### config.mk
export PLATFORM = sky130hd
export DESIGN_NAME = elevator_car
export DESIGN_NICKNAME = d
export VERILOG_FILES = /design/src/rtl/elevator_car.sv
export SDC_FILE = /design/constraint.sdc
export NUM_CORES = 1
export LEC_CHECK = 0
export ABC_AREA = 0
export CAP_MARGIN = 30
export CORE_UTILIZATION = 40
export CTS_BUF_LIST = sky130_fd_sc_hd__clkbuf_4 sky130_fd_sc_hd__clkbuf_8
export DETAILED_ROUTE_END_ITERATION = 8
export GPL_TIMING_DRIVEN = 0
export HOLD_SLACK_MARGIN = 0.02
export SYNTH_ARGS = -nofsm -noshare
export SYNTH_HDL_FRONTEND = slang
export SYNTH_SLANG_ARGS = --single-unit
### constraint.sdc
create_clock -name clk -period 4.25 [get_ports clk]
set_input_delay 0.85 -clock clk [delete_from_list [all_inputs] [get_ports clk]]
set_output_delay 0.85 -clock clk [all_outputs]
set_load 0.02 [all_outputs]
### src/rtl/elevator_car.sv
// ============================================================================
//  Module   : elevator_car
//  Brief    : Car/shaft plant model driven by elevator controller commands.
//  Revision : 1.0 - initial release
// ============================================================================
`default_nettype none

module elevator_car #(
    parameter int TOP_FLOOR  = 2,
    parameter int FLOOR_W    = 2,
    parameter int TRAVEL_CYC = 1000,
    parameter int DOOR_CYC   = 500
) (
    input  logic               clk,
    input  logic               rst,
    input  logic               dir_up,
    input  logic               dir_down,
    input  logic               door_open,
    output logic [FLOOR_W-1:0] cur_floor,
    output logic               moving,
    output logic               door_is_open,
    output logic               door_closed,
    output logic               arrived,
    output logic               fault
);

    localparam int c_max_cyc = (TRAVEL_CYC > DOOR_CYC) ? TRAVEL_CYC : DOOR_CYC;
    localparam int c_cnt_w   = $clog2(c_max_cyc) + 1;

    localparam logic [c_cnt_w-1:0] c_travel_load = c_cnt_w'(TRAVEL_CYC - 1);
    localparam logic [c_cnt_w-1:0] c_door_load   = c_cnt_w'(DOOR_CYC - 1);
    localparam logic [FLOOR_W-1:0] c_top         = FLOOR_W'(TOP_FLOOR);

    localparam logic [2:0] c_st_idle      = 3'd0;
    localparam logic [2:0] c_st_move_up   = 3'd1;
    localparam logic [2:0] c_st_move_down = 3'd2;
    localparam logic [2:0] c_st_opening   = 3'd3;
    localparam logic [2:0] c_st_open      = 3'd4;
    localparam logic [2:0] c_st_closing   = 3'd5;

    logic [2:0]         r_state,  w_state;
    logic [c_cnt_w-1:0] r_cnt,    w_cnt;
    logic [FLOOR_W-1:0] r_floor,  w_floor;
    logic               r_moving, w_moving;
    logic               r_open,   w_open;
    logic               r_closed, w_closed;
    logic               r_arrived, w_arrived;
    logic               r_fault,  w_fault;

    always_comb begin
        w_state   = r_state;
        w_cnt     = r_cnt;
        w_floor   = r_floor;
        w_moving  = r_moving;
        w_open    = r_open;
        w_closed  = r_closed;
        w_arrived = 1'b0;
        w_fault   = r_fault;

        case (r_state)
            c_st_idle: begin
                // Conflicting or out-of-range requests are refused, never acted on.
                if ((dir_up && dir_down) || ((dir_up || dir_down) && door_open)) begin
                    w_fault = 1'b1;
                end else if ((dir_up && r_floor == c_top) || (dir_down && r_floor == '0)) begin
                    w_fault = 1'b1;
                end else if (dir_up) begin
                    w_state  = c_st_move_up;
                    w_cnt    = c_travel_load;
                    w_moving = 1'b1;
                end else if (dir_down) begin
                    w_state  = c_st_move_down;
                    w_cnt    = c_travel_load;
                    w_moving = 1'b1;
                end else if (door_open) begin
                    w_state  = c_st_opening;
                    w_cnt    = c_door_load;
                    w_closed = 1'b0;
                end
            end

            c_st_move_up, c_st_move_down: begin
                if (door_open ||
                    (r_state == c_st_move_up   && dir_down) ||
                    (r_state == c_st_move_down && dir_up)) begin
                    w_fault = 1'b1;
                end
                if (r_cnt == '0) begin
                    w_floor   = (r_state == c_st_move_up) ? r_floor + 1'b1 : r_floor - 1'b1;
                    w_arrived = 1'b1;
                    w_moving  = 1'b0;
                    w_state   = c_st_idle;
                end else begin
                    w_cnt = r_cnt - 1'b1;
                end
            end

            c_st_opening: begin
                if (dir_up || dir_down) w_fault = 1'b1;
                if (r_cnt == '0) begin
                    w_open  = 1'b1;
                    w_state = c_st_open;
                end else begin
                    w_cnt = r_cnt - 1'b1;
                end
            end

            c_st_open: begin
                if (dir_up || dir_down) w_fault = 1'b1;
                if (!door_open) begin
                    w_open  = 1'b0;
                    w_cnt   = c_door_load;
                    w_state = c_st_closing;
                end
            end

            c_st_closing: begin
                if (dir_up || dir_down) w_fault = 1'b1;
                // A reopen request wins even on the final closing cycle.
                if (door_open) begin
                    w_cnt   = c_door_load;
                    w_state = c_st_opening;
                end else if (r_cnt == '0) begin
                    w_closed = 1'b1;
                    w_state  = c_st_idle;
                end else begin
                    w_cnt = r_cnt - 1'b1;
                end
            end

            default: begin
                w_state = c_st_idle;
            end
        endcase
    end

    always_ff @(posedge clk) begin
        if (rst) begin
            r_state   <= c_st_idle;
            r_cnt     <= '0;
            r_floor   <= '0;
            r_moving  <= 1'b0;
            r_open    <= 1'b0;
            r_closed  <= 1'b1;
            r_arrived <= 1'b0;
            r_fault   <= 1'b0;
        end else begin
            r_state   <= w_state;
            r_cnt     <= w_cnt;
            r_floor   <= w_floor;
            r_moving  <= w_moving;
            r_open    <= w_open;
            r_closed  <= w_closed;
            r_arrived <= w_arrived;
            r_fault   <= w_fault;
        end
    end

    assign cur_floor    = r_floor;
    assign moving       = r_moving;
    assign door_is_open = r_open;
    assign door_closed  = r_closed;
    assign arrived      = r_arrived;
    assign fault        = r_fault;

endmodule

`default_nettype wire
==> qor.csv <==
stage,metric,value,unit
clock_network,post_cts_resized,0,
critical_path,timing.rr.start,r_cnt[0],
timing,slew_headroom,0.5915,
placed_design,dp_slack,1.415,ns
clock_network,clockBufferDepth,2,
timing,period_needed,2.508,ns
global_routing,track_usage,0.2143,
timing,fin_ws,1.743,ns
run_status,status,"complete, no violations",
timing,clock_skew,0.002496,ns
power,p_per_area,438.8,nW/um^2
detailed_routing,vias,1270,
hold_path,min_path_type,flip-flop to flip-flop,
synthesis,synthCells,168,
global_routing,grt_pass1_wl,5789,um
cells_and_area,drive_gt1_frac,0.1044,
clock_network,clk_pin_slew_worst_paths,0.13,ns
synthesis,async_flop_share,0,
global_routing,grt_max_degree,13,
placed_design,dp_hpwl,2449,um
synthesis,synth-main-ff-cell,dfxtp_1,
flow_run,cap_viol_max_count,0,
detailed_routing,post_drt_wl_per_cell,14.96,um
die,die_h,59.99,um
critical_path,worstSetupPathType,input port to flip-flop,
synthesis,synth_cell_types,52,
cells_and_area,fillers,329,
die,pin_count,12,
clock_network,cts_setup_buffers,0,
critical_path,crit_arrival,2.73,ns
die,coreArea,3128,um^2
hold_path,holdCritStartpoint,r_cnt[8],
clock_network,htree_levels,1,
die,rows,20,
critical_path,ff2ff_path_depth,7,
clock_network,cts.hold.buffers_added,0,
detailed_routing,drc,0,
timing,fmax,398.8,MHz
power,leakage,0.0005068,uW
detailed_routing,routed_wl,3381,um
timing,tightest_slew,0.6128,ns
critical_path,crit_path_end_kind,flip-flop,
global_routing,grt-ovfl-total,0,
cells_and_area,synthToLayoutAreaGrowth,13.58,%
cells_and_area,layout_common_cells,"dfxtp_1, nor2_1, a21oi_1",
timing,maxSlewViolCount,0,
critical_path,required,4.47,ns
clock_network,numCtsBuffers,3,
power,vdd_drop_max,147.7,uV
synthesis,ys_seq_area_frac,0.3126,
synthesis,avgSynthCellArea,8.006,um^2
clock_network,cts_sinks,21,
timing,post-route-period-util,0.5900,
detailed_routing,drt_first_pass_iters,4,
timing,rsz0062_at_grt,no,
cells_and_area,num-nets-final,190,
critical_path,cp_max_fo,7,
critical_path,endpoint,r_cnt[2],
critical_path,reg2reg_slack,2.19,ns
detailed_routing,ant_nets,0,
cells_and_area,final_common_cell,dfxtp_1,
die,die_x,59.99,um
detailed_routing,avgViaCountPerCell,5.619,
synthesis,yosysWarnings,0,
timing,hold_viol_final,0,
timing,fin_setup_tns,0,ns
clock_network,cts_tree,yes,
die,die_area,3598,um^2
placed_design,gp_congestion,0.8378,
critical_path,reg2reg_to,r_cnt[1],
placed_design,portBuffers,10,
timing,setup_violations,0,
global_routing,antenna_found_initial,0,
synthesis,syn-num-nets,175,
synthesis,synthesis.area,1345,um^2
critical_path,critPathLaunch,dir_down,
cells_and_area,num_antenna_cells,0,
global_routing,grt_pass1_vias,1276,
synthesis,ys_ff_latch,21,
cells_and_area,final_area,1528,um^2
clock_network,cts_root_buf,clkbuf_4,
critical_path,critPathLaunchType,input port,
clock_network,clk_latency,0.32,ns
placed_design,post_dp_cell_area,1500,um^2
detailed_routing,drtIter0Drc,88,
power,fin_total_pwr,670.4,uW
synthesis,synth_edf_count,0,
die,start_util,0.4300,
[metrics by stage]
stage | util | cells | hold slack (ns)
finish | 0.4884 | 226 | 0.4785
global route | 0.4884 | 226 | 0.5132
CTS | 0.4884 | 226 | 0.4817
detailed placement | 0.4796 | 222 | 0.4529
global placement | 0.4796 | 222 | 0.4513
floorplan | - | 168 | 0.4422
[where the power goes]
| group | switching (uW) | internal, uW | leakage, uW |
|---|---|---|---|
| sequential | 29.8 | 228 | 0.000173 |
| combinational | 186 | 123 | 0.000316 |
| clock | 68.5 | 35.3 | 0.0000177 |
[critical path, stage by stage]
cell,delay (ns)
clkdlybuf4s50_1,0.51
nor2_1,0.39
a2111oi_4,0.11
o31ai_4,0.42
nor4_1,0.10
a2111oi_1,0.34
[registers in the layout (all words and copies together), names as in the netlist]
signal        cells
moving            1
door_is_open      1
arrived           1
door_closed       1
fault             1
r_cnt            11
cur_floor         2
r_state           3
[layout make-up]
cell class                      count  area (um^2)  area share
Clock inverter                      1        5.005    0.003276
Multi-Input combinational cell    127        830.8      0.5438
Timing Repair Buffer               10        100.1     0.06552
Clock buffer                        3        22.52     0.01474
Sequential cell                    21        420.4      0.2752
Tap cell                           44        55.05     0.03604
Inverter                            8        30.03     0.01966
Buffer                             12        63.81     0.04177
[layer usage]
metal / GRT usage / vias up / share of wire
met2: 0.3794 / 19 / 0.49
met1: 0.2632 / 594 / 0.48
met5: 0 / - / 0
li1: - / 651 / -
met3: 0.02381 / 6 / 0.019
met4: 0.08306 / 0 / 0.018
[kinds of logic (layout without fill, tap and decap cells)]
| family | after synthesis | count (layout) | share of synthesized area |
|---|---|---|---|
| AO/OA/AOI/OAI | 59 | 59 | 0.3312 |
| AND/OR/NAND/NOR | 59 | 59 | 0.2195 |
| flip-flops | 21 | 21 | 0.3126 |
| multiplexers | 2 | 2 | 0.01581 |
| XOR/XNOR | 5 | 5 | 0.03256 |
| buffers and inverters | 20 | 34 | 0.06976 |
| adder cells (fa/ha/maj) | 2 | 2 | 0.01860 |
[worst min path at each step]
stage / endpoint / cells past startpoint
2_1_floorplan: r_cnt[8] / 2
3_3_place_gp: door_closed / 2
3_5_place_dp: door_closed / 2
4_1_cts: r_cnt[8] / 2
5_1_grt: r_cnt[8] / 2
6_report: r_cnt[8] / 2
[synth_stat cells (2+ instances only)]
library cell | instances | area share
dfxtp_1 | 21 | 0.31
nor2_1 | 16 | 0.045
a21oi_1 | 14 | 0.052
nand2_1 | 13 | 0.036
o21ai_0 | 12 | 0.045
inv_1 | 8 | 0.022
nand3_1 | 7 | 0.026
clkbuf_1 | 6 | 0.017
nor3_1 | 6 | 0.022
a31oi_1 | 4 | 0.019
a211oi_1 | 3 | 0.017
buf_2 | 3 | 0.011
nor4_1 | 3 | 0.014
o41ai_1 | 3 | 0.020
xnor2_1 | 3 | 0.020
a211oi_2 | 2 | 0.019
a311oi_1 | 2 | 0.013
and2_1 | 2 | 0.0093
buf_6 | 2 | 0.017
ha_1 | 2 | 0.019
nor2b_1 | 2 | 0.0093
nor3b_1 | 2 | 0.011
o31ai_1 | 2 | 0.011
xor2_1 | 2 | 0.013
No activity file was read; power rests on OpenSTA's default activity.
